==> src/rtl/timer_ctrl_pkg.sv <==
// Shared types and constants for the timer sequencing controller.
package timer_ctrl_pkg;

    localparam int unsigned TC_WIDTH = 4;
    localparam logic [TC_WIDTH-1:0] TC_DEF_PERIOD = 4'hF;

    typedef enum logic [1:0] {
        S_IDLE   = 2'd0,
        S_RUN    = 2'd1,
        S_PAUSED = 2'd2,
        S_DONE   = 2'd3
    } state_e;

    typedef enum logic {
        MODE_ONESHOT  = 1'b0,
        MODE_PERIODIC = 1'b1
    } mode_e;

    // A run is in progress while counting or paused.
    function automatic logic is_busy(input state_e s);
        return (s == S_RUN) || (s == S_PAUSED);
    endfunction

endpackage

==> src/rtl/timer_ctrl_if.sv <==
// Control/status bundle between the controlling logic and the timer.
interface timer_ctrl_if import timer_ctrl_pkg::*; #(
    parameter int unsigned WIDTH = TC_WIDTH
);
    logic             start;
    logic             stop;
    logic             pause;
    logic             periodic;
    logic [WIDTH-1:0] period;
    logic [WIDTH-1:0] count;
    logic             busy;
    logic             paused;
    logic             done;

    modport master (
        output start, stop, pause, periodic, period,
        input  count, busy, paused, done
    );

    modport slave (
        input  start, stop, pause, periodic, period,
        output count, busy, paused, done
    );
endinterface

==> src/rtl/timer_ctrl_hold_counter.sv <==
// Up-counter with synchronous clear and hold; clear beats increment.
module hold_counter #(
    parameter int unsigned WIDTH = 4
) (
    input  logic             clk,
    input  logic             rst,
    input  logic             clr,
    input  logic             hold,
    output logic [WIDTH-1:0] q
);

    // Count register: clear to zero, else step unless held.
    always_ff @(posedge clk) begin
        if (rst || clr) begin
            q <= '0;
        end else if (!hold) begin
            q <= q + WIDTH'(1);
        end
    end

endmodule

==> src/rtl/timer_ctrl.sv <==
// Start/stop/pause sequencer for a hold-style counter, one-shot or periodic.
module timer_ctrl import timer_ctrl_pkg::*; #(
    parameter int unsigned      WIDTH      = TC_WIDTH,
    parameter logic [WIDTH-1:0] DEF_PERIOD = WIDTH'(TC_DEF_PERIOD)
) (
    input  logic         clk,
    input  logic         rst,
    timer_ctrl_if.slave  bus
);

    state_e           state;
    state_e           state_nxt;
    logic [WIDTH-1:0] period_q;
    mode_e            mode_q;
    logic             done_q;
    logic             done_nxt;
    logic             load;
    logic             clr;
    logic             hold;
    logic             tc;
    logic [WIDTH-1:0] count;

    // Terminal count is only meaningful while actively counting.
    assign tc = (state == S_RUN) && (count == period_q) && !bus.pause;

    // State, latched run parameters and done pulse register.
    always_ff @(posedge clk) begin
        if (rst) begin
            state    <= S_IDLE;
            period_q <= DEF_PERIOD;
            mode_q   <= MODE_ONESHOT;
            done_q   <= 1'b0;
        end else begin
            state  <= state_nxt;
            done_q <= done_nxt;
            if (load) begin
                period_q <= bus.period;
                mode_q   <= mode_e'(bus.periodic);
            end
        end
    end

    // Next state and counter commands; stop overrides everything but reset.
    always_comb begin
        state_nxt = state;
        done_nxt  = 1'b0;
        load      = 1'b0;
        clr       = 1'b0;
        hold      = 1'b1;
        if (bus.stop) begin
            state_nxt = S_IDLE;
            clr       = 1'b1;
        end else begin
            case (state)
                S_IDLE: begin
                    if (bus.start) begin
                        state_nxt = S_RUN;
                        clr       = 1'b1;
                        load      = 1'b1;
                    end
                end
                S_RUN: begin
                    if (tc) begin
                        done_nxt = 1'b1;
                        if (mode_q == MODE_PERIODIC) begin
                            clr = 1'b1;
                        end else begin
                            state_nxt = S_DONE;
                        end
                    end else if (bus.pause) begin
                        state_nxt = S_PAUSED;
                    end else begin
                        hold = 1'b0;
                    end
                end
                S_PAUSED: begin
                    if (!bus.pause) begin
                        state_nxt = S_RUN;
                    end
                end
                S_DONE: begin
                    state_nxt = S_IDLE;
                end
                default: begin
                    state_nxt = S_IDLE;
                end
            endcase
        end
    end

    hold_counter #(.WIDTH(WIDTH)) u_cnt (
        .clk  (clk),
        .rst  (rst),
        .clr  (clr),
        .hold (hold),
        .q    (count)
    );

    assign bus.count  = count;
    assign bus.busy   = is_busy(state);
    assign bus.paused = (state == S_PAUSED);
    assign bus.done   = done_q;

endmodule

==> src/flat_wrapper.sv <==
// flat-port wrapper written by rule: the top's interface ports become plain ports
module timer_ctrl_flat import timer_ctrl_pkg::*;
#(
    parameter int unsigned      WIDTH      = TC_WIDTH,
    parameter logic [WIDTH-1:0] DEF_PERIOD = WIDTH'(TC_DEF_PERIOD)
)
  (clk, rst, bus_start, bus_stop, bus_pause, bus_periodic, bus_period, bus_count, bus_busy, bus_paused, bus_done);
  timer_ctrl_if #(.WIDTH(WIDTH)) bus_i ();
  input  logic clk;
  input  logic rst;
  input wire logic [$bits(bus_i.start)-1:0] bus_start;
  input wire logic [$bits(bus_i.stop)-1:0] bus_stop;
  input wire logic [$bits(bus_i.pause)-1:0] bus_pause;
  input wire logic [$bits(bus_i.periodic)-1:0] bus_periodic;
  input wire logic [$bits(bus_i.period)-1:0] bus_period;
  output wire logic [$bits(bus_i.count)-1:0] bus_count;
  output wire logic [$bits(bus_i.busy)-1:0] bus_busy;
  output wire logic [$bits(bus_i.paused)-1:0] bus_paused;
  output wire logic [$bits(bus_i.done)-1:0] bus_done;
  assign bus_i.start = bus_start;
  assign bus_i.stop = bus_stop;
  assign bus_i.pause = bus_pause;
  assign bus_i.periodic = bus_periodic;
  assign bus_i.period = bus_period;
  assign bus_count = bus_i.count;
  assign bus_busy = bus_i.busy;
  assign bus_paused = bus_i.paused;
  assign bus_done = bus_i.done;
  timer_ctrl #(.WIDTH(WIDTH), .DEF_PERIOD(DEF_PERIOD)) u_core (.clk(clk), .rst(rst), .bus(bus_i));
endmodule
==> config.mk <==
export PLATFORM = sky130hd
export DESIGN_NAME = timer_ctrl_flat
export DESIGN_NICKNAME = d
export VERILOG_FILES = /design/src/rtl/timer_ctrl_pkg.sv /design/src/rtl/timer_ctrl_if.sv /design/src/rtl/timer_ctrl_hold_counter.sv /design/src/rtl/timer_ctrl.sv /design/src/flat_wrapper.sv
export SDC_FILE = /design/constraint.sdc
export NUM_CORES = 1
export LEC_CHECK = 0
export CELL_PAD_IN_SITES_DETAIL_PLACEMENT = 2
export CELL_PAD_IN_SITES_GLOBAL_PLACEMENT = 2
export CORE_MARGIN = 2
export CORE_UTILIZATION = 33
export CTS_BUF_LIST = sky130_fd_sc_hd__clkbuf_8
export CTS_CLUSTER_SIZE = 24
export DETAILED_ROUTE_END_ITERATION = 16
export HOLD_SLACK_MARGIN = 0.02
export PLACE_DENSITY = 0.94
export SYNTH_ARGS = -nofsm -noshare
export SYNTH_HDL_FRONTEND = slang
export SYNTH_SLANG_ARGS = --single-unit
==> constraint.sdc <==
create_clock -name clk -period 2.5 [get_ports clk]
set_input_delay 0.25 -clock clk [delete_from_list [all_inputs] [get_ports clk]]
set_output_delay 0.25 -clock clk [all_outputs]
set_load 0.02 [all_outputs]
=== After elaboration in Yosys (flattened, before gate mapping) ===
Cells that the tools add are included.

* Flip-flop bits (word level): 12

* $add $sub $neg: 1
* Eq/ne operators: 8
* Mux-type cells: 18
* Bitwise gates (word level): 1
* Reduce and logical (&&, ||, !) cells: 9

{| class="wikitable"
|+ Operators by type and width
! cell !! number
|-
| $mux W1 || 11
|-
| $mux W2 || 5
|-
| $pmux W2 S4 || 1
|-
| $add A4 B1 Y4 const B || 1
|-
| $eq A2 B2 Y1 const B || 2
|-
| $eq A4 B4 Y1 || 1
|-
| $ne A2 B2 Y1 const B || 2
|-
| $reduce_and A4 Y1 || 1
|-
| $ne A3 B2 Y1 const B || 1
|-
| $ne A3 B3 Y1 const B || 1
|-
| $reduce_or A3 Y1 || 1
|-
| $eq A2 B1 Y1 const B || 1
|-
| $logic_and A1 B1 Y1 || 2
|-
| $logic_not A2 Y1 || 1
|-
| $logic_or A1 B1 Y1 || 2
|-
| $pmux W1 S2 || 1
|-
| $reduce_or A2 Y1 || 1
|-
| $logic_not A1 Y1 || 1
|-
| $not A1 Y1 || 1
|}

=== Depth between registers and ports, before layout ===
* Word-level depth: 7
* Gate-level depth with buffers: 7
* Gate-level depth less buffers: 6

=== By module ===
A second synthesis with hierarchy kept.

* Cells, all modules: 67
* Area total of the unflattened synthesis: 655.6 sq um

{| class="wikitable"
|+ By module, submodules not included
! module !! times used !! cells each !! area each (sq um) !! seq. area each (sq um)
|-
| timer_ctrl || 1 || 52 || 486.7 || 160.2
|-
| hold_counter || 1 || 15 || 168.9 || 80.1
|}

=== Worst setup path before layout ===
No wires, ideal clock.

* Path kind: register to register
* Start point: register u_core.state[1]
* End point: register u_core.u_cnt.q[3]
* Setup time: 0.070 ns
* Data arrival time: 1.544 ns
* Setup slack: 0.886 ns
* Stages on the path, launching flop included: 7
* Buffers on the path: 0
* Clock period less this slack: 1.614 ns
* Path through: dfxtp_1 > inv_1 > ha_1 > nor3b_1 > o41ai_4 > or3_1 > a21oi_1

* Word-level cells in the longest chain between the ends: 7
* Elaborated cells between the ends (all ways): 11
* Those cells by class: eq/ne: 1; mux: 6; reduce/logical: 4

{| class="wikitable"
|+ Ends and longest elaborated chain
! what !! line !! text
|-
| start: declaration || timer_ctrl.sv:11 || <nowiki>state_e state;</nowiki>
|-
| start signal: assignment || timer_ctrl.sv:34 || <nowiki>state <= state_nxt;</nowiki>
|-
| $eq A2 B1 Y1 || timer_ctrl.sv:24, timer_ctrl.sv:54 ||
|-
| $logic_and A1 B1 Y1 (2 in a row) || timer_ctrl.sv:24 || <nowiki>assign tc = (state == S_RUN) && (count == period_q) && !bus.pause;</nowiki>
|-
| $mux W1 || timer_ctrl.sv:63 || <nowiki>if (tc) begin</nowiki>
|-
| $pmux W1 S2 || timer_ctrl.sv:54 || <nowiki>case (state)</nowiki>
|-
| $mux W1 || timer_ctrl.sv:50 || <nowiki>if (bus.stop) begin</nowiki>
|-
| $logic_or A1 B1 Y1 || timer_ctrl_hold_counter.sv:14 || <nowiki>if (rst || clr) begin</nowiki>
|-
| end signal: assignment || timer_ctrl_hold_counter.sv:17 || <nowiki>q <= q + WIDTH'(1);</nowiki>
|-
| end: declaration || timer_ctrl_hold_counter.sv:9 || <nowiki>output logic [WIDTH-1:0] q</nowiki>
|}

Parallel ways exist; a longest one is shown, timed or not.
A chain may end at the register's enable or synchronous reset.

=== Worst setup path in the final report ===
Same ends and word-level chain as after synthesis.

==> results.md <==
* Run status: finished clean
* Global Route Usage Sum at 0.185
* WL/cell at 17.1 um
* TritonCTS clock tree: yes
* Initial DRT Pass Iterations at 2
* Skew-Pair Late Insertion Delay at 0.25 ns
* Maximum vdd ir drop at 337 uV
* Clk buf depth at 2
* Grt ovf at 0
* Tot Pwr at 0.498 mW
* Mux share of post-synthesis cell area at 0.0561
* Register-to-register setup slack at 0.55 ns
* Warnings, synthesis at 0
* Max frequency at 512 MHz
* Post-Synth Adder-Cell Area at 0.105
* Tmin final at 1.95 ns
* Crit-path max FO at 6
* Initial core utilization at 0.356
* XOR/XNOR Fraction of Synth Area at 0.0930
* Rows at 16
* Post-synthesis cell count at 72
* Worst setup margin at 0.547 ns
* Place WS at 0.463 ns
* Cell Area, Synth at 713 um^2
* Dominant synthesized flop cell: dfxtp_1
* Placed cell areas at 903 um^2
* Initial DRC count at 3
* Resized Gates After CTS at 0
* Fill count at 215
* Pwr per Cell Area at 519 mW/mm^2
* Post-route cell area at 958 um^2
* Max cap viols at 0
* Routed wire length at 2020 um
* H-tree Lvls at 1
* Sequential area share after synthesis at 0.337
* Fin nets at 108
* Setup TNS at 0 ns
* Final Setup Violations at 0
* Largest family of logic cells by synthesized area: compound AO/OA/AOI/OAI gates
* Die area at 0.00255 mm^2
* Via count at 587
* ANT cells at 0
* Arr. time, crit path at 2.13 ns
* Die W at 50.5 um
* Final slew viol count at 0
* Initial antenna violation count at 0
* Vias in the first global route at 637
* Yosys reg bits at 12
* I/O Pins at 17
* Compound-Gate Fraction of Synth Area at 0.191
* Clock Root Buffer: clkbuf_8
* Clk_skew at 0.000578 ns
* Area grow syn2layout at 34.4%
* Hold slack at 0.506 ns
* Largest net degree at the start of global routing at 10
* Finished Layout Cells at 118
* DRC at 0
* CTS clock-pin slew for the worst setup and hold paths at 0.05 ns
* Gp weighted congestion at 0.798
* Layout Utilization at 0.479
* Port bufs at 16
* Critical setup path kind: flop to flop
* Hold_buf cts at 0
* Share of cells above drive strength 1 at 0.165
* Syn_nets at 88
* Least-Margin Pin Slew at 0.481 ns
* Post-route ant nets at 0
* EDFF count, synth at 0
* Placed cell count at 114
* Core Region at 0.00200 mm^2
* CTS buffer count at 3
* Simple-gate area share of the yosys netlist at 0.165
* Final hold vios at 0
* Post-CTS Setup Inserts at 0
* Top cell type's share of synthesized area at 0.337
* Slew margin rel. at 0.679
* Syn avg cell area at 9.91 um^2
* Worst Path Required at 2.68 ns
* Cell variety after synth at 27
* Vias per cell at 4.97
* Fin crit share at 0.781
* Hold WC Path Type: flop to flop
* Global-route wire length before repair at 3330 um
* Detail Placement HPWL at 1490 um
* Startpoint types: flop
* Yosys top cell by area: dfxtp_1
* Async S/R FF share, synth at 0
* RSZ-0062 raised after global routing: no
* Largest cells by area after synthesis: dfxtp_1 34%, ha_1 11%, xor2_2 6.8%
* Leak at 0.381 nW
* Crit. End Element: flop
* Die span in y at 50.5 um
* CTS sink count at 12
[where the power goes]
group / switching [mW] / internal (mW)
clock network: 0.0764 / 0.140
logic: 0.0392 / 0.0359
registers: 0.00810 / 0.199
[cell usage in the layout (no fill, tap or decap), drive strengths merged, types with 2 or more instances in the layout]
| cell | n |
|---|---|
| a211o | 4 |
| a21oi | 2 |
| clkbuf | 4 |
| clkdlybuf4s50 | 16 |
| dfxtp | 12 |
| ha | 6 |
| inv | 9 |
| mux2i | 4 |
| nand2 | 4 |
| nor2 | 8 |
| nor2b | 2 |
| o21ai | 2 |
| or3 | 2 |
| xor2 | 5 |
[path summary, 6_finish.rpt]
path / from / endpoint / depth (start not counted)
setup / recovery: u_core.state[1] / u_core.u_cnt.q[3] / 6
hold reg to reg: u_core.state[1] / u_core.state[1] / 2
setup reg to reg: u_core.state[1] / u_core.u_cnt.q[3] / 6
hold / removal: u_core.state[1] / u_core.state[1] / 2
[critical path: stages, from the launching register on]
cell and delay, ns:
dfxtp_1 0.34, inv_1 0.12, ha_1 0.21, nor3b_1 0.44, o41ai_4 0.23, or3_1 0.40, a21oi_1 0.14
[cell families (layout without fill, tap and decap cells)]
| family | count (synthesis) | count (layout) |
|---|---|---|
| xor gates and xnor gates | 5 | 5 |
| AOI/OAI and AO/OA | 14 | 14 |
| muxes | 4 | 4 |
| buffers and inverters | 10 | 29 |
| DFF | 12 | 12 |
| and+or+nand+nor | 21 | 21 |
| adders and majority gates | 6 | 6 |
[cell type report]
cell class,instances,area [um^2],area share
clock buffers,4,55.1,0.0574
inverters,9,33.8,0.0352
multi-input cells,50,435,0.454
flip-flops and latches,12,240,0.251
well taps,27,33.8,0.0352
repair buffers,16,160,0.167
[cell usage after synthesis, types with 2 or more instances]
library cell / instances
a211o_1: 3
a21oi_1: 2
dfxtp_1: 12
ha_1: 6
inv_1: 9
mux2i_1: 4
nand2_1: 4
nor2_1: 8
nor2b_1: 2
or3_1: 2
xor2_1: 2
xor2_2: 3
[flip-flops by register name, indices dropped and copies added, names as in the netlist]
| register | count |
|---|---|
| u_core.mode_q | 1 |
| u_core.period_q | 4 |
| u_core.state | 2 |
| u_core.u_cnt.q | 4 |
| u_core.bus.done | 1 |
[metal layers]
layer	vias up	global-route usage	routed length [um]
met1	284	0.211	851
met4	0	0.0991	54
li1	284	-	-
met2	12	0.307	1030
met3	7	0.0565	79
met5	-	0	0
Note: power is estimated with default switching activity, not from simulation.
